### src/rtl/hazard_pkg.sv
// Shared definitions for the pipeline hazard sequencer: FSM encoding,
// register-select width and the scoreboard entry layout.
package hazard_pkg;

    localparam int REG_W = 3;

    typedef enum logic [1:0] {
        ST_RUN    = 2'd0,
        ST_DRAIN  = 2'd1,
        ST_HALTED = 2'd2
    } hz_state_e;

    typedef struct packed {
        logic             v;
        logic [REG_W-1:0] rd;
    } sb_entry_t;

    function automatic logic entry_match(input sb_entry_t e, input logic [REG_W-1:0] r);
        return e.v && (e.rd == r);
    endfunction

endpackage

### src/rtl/hazard_scoreboard.sv
// Three-entry EX/MEM/WB writer scoreboard with read-select hit compare.
// The WB entry is left out of the compare when the register file bypasses.
module hazard_scoreboard
    import hazard_pkg::*;
#(
    parameter bit WB_BYPASS = 1'b0
) (
    input  logic             clk,
    input  logic             rst,
    input  logic             i_adv,
    input  logic             i_ex_v,
    input  logic [REG_W-1:0] i_ex_rd,
    input  logic [REG_W-1:0] i_rd1,
    input  logic [REG_W-1:0] i_rd2,
    output logic             o_hit1,
    output logic             o_hit2,
    output logic             o_any_v
);

    sb_entry_t r_ex;
    sb_entry_t r_mem;
    sb_entry_t r_wb;
    logic      w_wb_cmp;

    assign w_wb_cmp = (WB_BYPASS == 1'b0);

    // Shift writers down the pipe only when the pipe advances.
    always_ff @(posedge clk) begin
        if (rst) begin
            r_ex  <= '0;
            r_mem <= '0;
            r_wb  <= '0;
        end else if (i_adv) begin
            r_ex.v  <= i_ex_v;
            r_ex.rd <= i_ex_rd;
            r_mem   <= r_ex;
            r_wb    <= r_mem;
        end else begin
            r_ex  <= r_ex;
            r_mem <= r_mem;
            r_wb  <= r_wb;
        end
    end

    // Hit compare of both decode read selects against the live window.
    always_comb begin
        o_hit1  = entry_match(r_ex, i_rd1) | entry_match(r_mem, i_rd1)
                | (entry_match(r_wb, i_rd1) & w_wb_cmp);
        o_hit2  = entry_match(r_ex, i_rd2) | entry_match(r_mem, i_rd2)
                | (entry_match(r_wb, i_rd2) & w_wb_cmp);
        o_any_v = r_ex.v | r_mem.v | r_wb.v;
    end

endmodule

### src/rtl/hazard_ctrl.sv
// Pipeline sequencer for the 5-stage core: RAW stall, branch flush, memory
// freeze and halt drain, with a saturating RAW-stall cycle counter.
module hazard_ctrl
    import hazard_pkg::*;
#(
    parameter bit WB_BYPASS = 1'b0,
    parameter int CNT_W     = 16
) (
    input  logic             clk,
    input  logic             rst,
    input  logic             idValid,
    input  logic [REG_W-1:0] idRd1Sel,
    input  logic [REG_W-1:0] idRd2Sel,
    input  logic             idUse1,
    input  logic             idUse2,
    input  logic             idRegWrt,
    input  logic [REG_W-1:0] idWriteReg,
    input  logic             idHalt,
    input  logic             exBrTaken,
    input  logic             memBusy,
    output logic             pcWrtEn,
    output logic             ifIdWrtEn,
    output logic             ifIdFlush,
    output logic             idExBubble,
    output logic             pipeEn,
    output logic             haltDone,
    output logic [CNT_W-1:0] stallCnt
);

    hz_state_e        r_state;
    hz_state_e        w_next_state;
    logic [CNT_W-1:0] r_stall_cnt;
    logic             w_hit1;
    logic             w_hit2;
    logic             w_any_v;
    logic             w_run;
    logic             w_raw;
    logic             w_issue;
    logic             w_stall_inc;

    hazard_scoreboard #(
        .WB_BYPASS (WB_BYPASS)
    ) u_sb (
        .clk     (clk),
        .rst     (rst),
        .i_adv   (pipeEn),
        .i_ex_v  (idValid & idRegWrt & w_issue),
        .i_ex_rd (idWriteReg),
        .i_rd1   (idRd1Sel),
        .i_rd2   (idRd2Sel),
        .o_hit1  (w_hit1),
        .o_hit2  (w_hit2),
        .o_any_v (w_any_v)
    );

    // Priority memBusy > flush > RAW only applies while running; DRAIN ignores both.
    assign w_run       = (r_state == ST_RUN);
    assign w_raw       = idValid & ((idUse1 & w_hit1) | (idUse2 & w_hit2));
    assign w_issue     = w_run & ~memBusy & ~exBrTaken & ~w_raw;
    assign w_stall_inc = w_run & ~memBusy & ~exBrTaken & w_raw;
    assign stallCnt    = r_stall_cnt;

    // State register.
    always_ff @(posedge clk) begin
        if (rst) begin
            r_state <= ST_RUN;
        end else begin
            r_state <= w_next_state;
        end
    end

    // Next-state logic: a halt must actually issue before draining starts.
    always_comb begin
        w_next_state = r_state;
        case (r_state)
            ST_RUN: begin
                if (w_issue && idValid && idHalt) begin
                    w_next_state = ST_DRAIN;
                end else begin
                    w_next_state = ST_RUN;
                end
            end
            ST_DRAIN: begin
                if (!w_any_v && !memBusy) begin
                    w_next_state = ST_HALTED;
                end else begin
                    w_next_state = ST_DRAIN;
                end
            end
            ST_HALTED: w_next_state = ST_HALTED;
            default:   w_next_state = ST_RUN;
        endcase
    end

    // Enable and bubble selects from state and the per-cycle priority mux.
    always_comb begin
        pcWrtEn    = 1'b0;
        ifIdWrtEn  = 1'b0;
        ifIdFlush  = 1'b0;
        idExBubble = 1'b0;
        pipeEn     = 1'b0;
        haltDone   = 1'b0;
        case (r_state)
            ST_RUN: begin
                if (memBusy) begin
                    pipeEn = 1'b0;
                end else if (exBrTaken) begin
                    pcWrtEn    = 1'b1;
                    ifIdWrtEn  = 1'b1;
                    ifIdFlush  = 1'b1;
                    idExBubble = 1'b1;
                    pipeEn     = 1'b1;
                end else if (w_raw) begin
                    idExBubble = 1'b1;
                    pipeEn     = 1'b1;
                end else begin
                    pcWrtEn   = 1'b1;
                    ifIdWrtEn = 1'b1;
                    pipeEn    = 1'b1;
                end
            end
            ST_DRAIN: begin
                idExBubble = 1'b1;
                pipeEn     = ~memBusy;
            end
            ST_HALTED: haltDone = 1'b1;
            default:   haltDone = 1'b0;
        endcase
    end

    // Saturating count of RAW-stall cycles.
    always_ff @(posedge clk) begin
        if (rst) begin
            r_stall_cnt <= '0;
        end else if (w_stall_inc && (r_stall_cnt != {CNT_W{1'b1}})) begin
            r_stall_cnt <= r_stall_cnt + CNT_W'(1);
        end else begin
            r_stall_cnt <= r_stall_cnt;
        end
    end

endmodule

### config.mk
export PLATFORM = sky130hd
export DESIGN_NAME = hazard_ctrl
export DESIGN_NICKNAME = d
export VERILOG_FILES = /design/src/rtl/hazard_pkg.sv /design/src/rtl/hazard_scoreboard.sv /design/src/rtl/hazard_ctrl.sv
export SDC_FILE = /design/constraint.sdc
export NUM_CORES = 1
export LEC_CHECK = 0
export ABC_AREA = 1
export BUFFER_PORTS_ARGS = -buffer_cell sky130_fd_sc_hd__buf_2
export CAP_MARGIN = 10
export CORE_UTILIZATION = 55
export DETAILED_ROUTE_END_ITERATION = 12
export MAX_ROUTING_LAYER = met4
export PLACE_DENSITY = 0.77
export SLEW_MARGIN = 20
export SYNTH_ARGS = -nofsm -noshare
export SYNTH_HDL_FRONTEND = slang
export SYNTH_HIERARCHICAL = 1
export SYNTH_SLANG_ARGS = --single-unit
export TNS_END_PERCENT = 50
### constraint.sdc
create_clock -name clk -period 2.5 [get_ports clk]
set_input_delay 0.125 -clock clk [delete_from_list [all_inputs] [get_ports clk]]
set_output_delay 0.125 -clock clk [all_outputs]
set_load 0.05 [all_outputs]
==> out/results.txt <==
After clock tree synthesis, the clock-pin slew on the worst setup and hold paths is 0.08 ns. For the count of buffers added by post-CTS timing repair for setup, the log shows 0. The worst setup path is launched from a register. Measured along the x axis, the die boundary spans 60.7 µm.

The post-route cell area is 2160 µm². For the highest achievable clock rate, the log shows 494 MHz. After detailed routing, the total wire length is 4360 µm. After layout, the worst path uses 80.9% of the clock period. Counting along the longest clock path gives a buffer depth of 2. After the first detailed-routing iteration, the DRC count stood at 143.

The synthesized-area fraction occupied by ao, oa, aoi and oai cells is 11.9%. Of the total synthesized cell area, the portion taken by AND, OR, NAND and NOR gates is 43.8%. Counting flops with a built-in enable in the synthesized netlist gives 0. The number of distinct library cell variants in the gate-level netlist after synthesis was 26. For the count of boundary I/O pins, the log shows 40. The run gives 0.259 mW as the net switching power. The logs give 2110 µm² for the placement-stage cell area and 54.5% for the proportion of power drawn by flip-flops and latches. The worst pin sits at a relative slew slack of 65.8%.

The clock period minus worst slack is 2.02 ns. After detailed routing, the number of remaining DRC violations is 0. The tools report the worst hold margin as 0.0445 ns. Leaving out fill and tap cells, the most frequent cell in the layout is nand2_1. Clock tree synthesis inserted a total of 5 buffers. For this design the ratio of total power to cell area is 423 nW/µm².

The worst hold path class was primary input to register. The share of power burned in combinational logic came out at 13.9%. The logs give 0.244 mV for the worst vdd rail ir drop and 368 for the final net count. The run finished with clean final reports. TritonCTS built the clock tree. CTS placed an instance of clkbuf_4 at the clock tree root.

The hold buffer count at cts was 0; the switching power share of the total was 28.4%. The number of antenna violations at the first check in global routing is 0, and the global-route wire length before repair is 7170 µm. The share of the yosys chip area belonging to registers was 31.7%; the proportion of power drawn by the clock network was 31.6%.

Clock tree synthesis found a total of 30 sinks. The class of the most critical setup path is register to output port. Data arrives at the worst endpoint at 1.90 ns.

The prevailing post-synth register cell is dfxtp_1. In the layout the commonest cells are nand2_1 (120), nor2_1 (48), buf_2 (39). Entering global routing, the biggest net connects 20 pins.

The clock tree synthesis step divided the H-tree into 2 levels. After floorplanning, the core was sized to cover 3150 µm². At the pin with the least slew margin, the transition time is 0.512 ns. Type of element capturing the critical path: an output port.

The die covers 3680 µm². Of the total synthesized cell area, the portion taken by full adders, half adders and majority gates is 0.661%. Number of cells upsized or downsized after cts: 0. By area, the combinational part of the netlist is dominated by simple AND/OR/NAND/NOR gates. Fill cells in the final layout number 314.

After synthesis, the mean cell area works out to 6.16 µm². During synthesis, Yosys emitted a total of 6 warnings. The final core utilization is 68.5%.

For the initial core utilization, the log shows 60.0%. The detailed placement HPWL was 3200 µm; the net count of the mapped netlist was 326. After detailed placement, the design holds a cell count of 386.

In this run the core area contains 20 standard-cell rows. The detail-routed net length per standard cell is 11.1 µm, and the number of max-cap violations is 0. The number of antenna diodes in the final layout is 0. Setup slack on the worst reg-to-reg path comes out at 0.58 ns.

Internal power comes to 0.655 mW. The xor-xnor portion of the synthesized cell area works out to 3.24%. Setup violations remaining at the end of the flow were counted as 0. The global placement routability congestion is 0.875.

Synthesis inferred 30 register bits. The run gives 2.38 ns as the critical path required time. After global routing the overflow that remains totals 0.

In this run the cell area of the synthesized design comes to 1890 µm². The run gives 1917 as the total vias in the final route. Post-synthesis cell count: 307. The final hold violation count is 0, and the sum of negative setup slack is 0 ns. Overall power after layout: 0.914 mW. Total global routing track utilization: 27.5%. Signed area change from the synthesized netlist to the final layout: 14.1%.

The biggest fanout along the worst timing path was 4. At the placement stage, the worst setup path has a slack of 0.582 ns. The fraction of synthesis flops using an asynchronous set or reset pin was 0%; the via count of the first global-routing pass was 1635. Setup repair after global routing left no endpoint under its margin. In this run the static leakage power is 0.981 nW.

The finished layout holds 392 standard cells, fillers aside. The via count normalized by instance count is 4.89, and the share of cells above drive strength 1 is 21.3%. The total count of max-transition violations in the final report is 0, and the number of search-and-repair iterations in the first detailed-routing pass is 4.

The portion of synthesized area spent on multiplexers is 0%. The quantity of I/O buffers inserted on ports works out to 39. The count of nets left with antenna violations once routing finished came out at 0. The worst path meets setup with 0.477 ns of slack. The tools report the sequential standard cell area as 601 µm².

Between clock sinks in the finished design, the worst skew comes to 0.00794 ns. The chip height works out to 60.7 µm. At the later pin of the worst-skew pair, clock insertion delay measures 0.33 ns. The area used by multi-input combinational logic came out at 1130 µm².
-- flip-flops by register name, summed over array words and instances, names as in the netlist --
name / count
stallCnt: 16
u_sb/r_ex: 4
u_sb/r_mem: 4
u_sb/r_wb: 4
r_state: 2
-- final timing paths --
check	start	to	cells after the start
setup / recovery	u_sb/r_mem[0]	idExBubble	13
hold / removal	idWriteReg[1]	u_sb/r_ex[1]	3
setup reg to reg	u_sb/r_mem[0]	stallCnt[15]	15
hold reg to reg	u_sb/r_wb[0]	u_sb/r_wb[0]	2
-- area by class of cell --
class                      count  share of cell area [%]
multi-input combinational    241                    52.3
sequential                    30                    27.8
timing repair buffer          41                    9.74
inverter                      30                    5.22
tap                           44                    2.55
clock buffer                   6                    2.38
-- kinds of logic after synthesis --
family / after synthesis
compound gates: 33
xor+xnor: 7
fa+ha+maj: 1
buf+inv: 36
flops: 30
simple gates: 200
-- synth_stat cells, types with 2 or more instances --
library cell | n | area share, %
nand2_2 | 6 | 2.0
xnor2_1 | 3 | 1.4
xor2_1 | 4 | 1.9
a21oi_1 | 11 | 2.9
buf_6 | 3 | 1.8
nand4_1 | 6 | 2.0
nor2_1 | 48 | 9.5
nand2_1 | 120 | 24
a211oi_1 | 6 | 2.4
nand3_1 | 10 | 2.6
dfxtp_1 | 30 | 32
inv_1 | 28 | 5.6
inv_2 | 2 | 0.40
nor2_2 | 5 | 1.7
o21ai_0 | 4 | 1.1
a21oi_2 | 11 | 5.1
-- worst max-delay path, cell delays in order (launching register included) --
cell,delay [ns]
dfxtp_1,0.39
inv_1,0.09
nand2_1,0.06
nand2_1,0.04
nor2_1,0.10
nand2_1,0.06
nand3_1,0.08
nand2_1,0.05
nand2_1,0.08
nand2_1,0.08
inv_1,0.10
o21ai_0,0.08
o21ai_0,0.09
buf_2,0.28
-- power groups by stage --
stage,clock network [mW],logic (mW),registers [mW]
5_1_grt,0.313,0.142,0.500
3_5_place_dp,0,0.126,0.508
4_1_cts,0.298,0.127,0.497
6_report,0.289,0.127,0.497
3_3_place_gp,0,0.125,0.508
2_1_floorplan,0,0.0902,0.506
-- routing by layer --
metal  wire (µm)  vias to the layer above  track usage, %  part of all wire (%)
met3         198                        7            5.76                   4.5
met1        2300                      822            38.2                    53
met2        1790                       46            38.5                    41
met5           0                        -               -                     0
met4          71                        0            11.4                   1.6
li1            -                     1042               -                     -
Note: power is estimated with default switching activity, not from simulation.
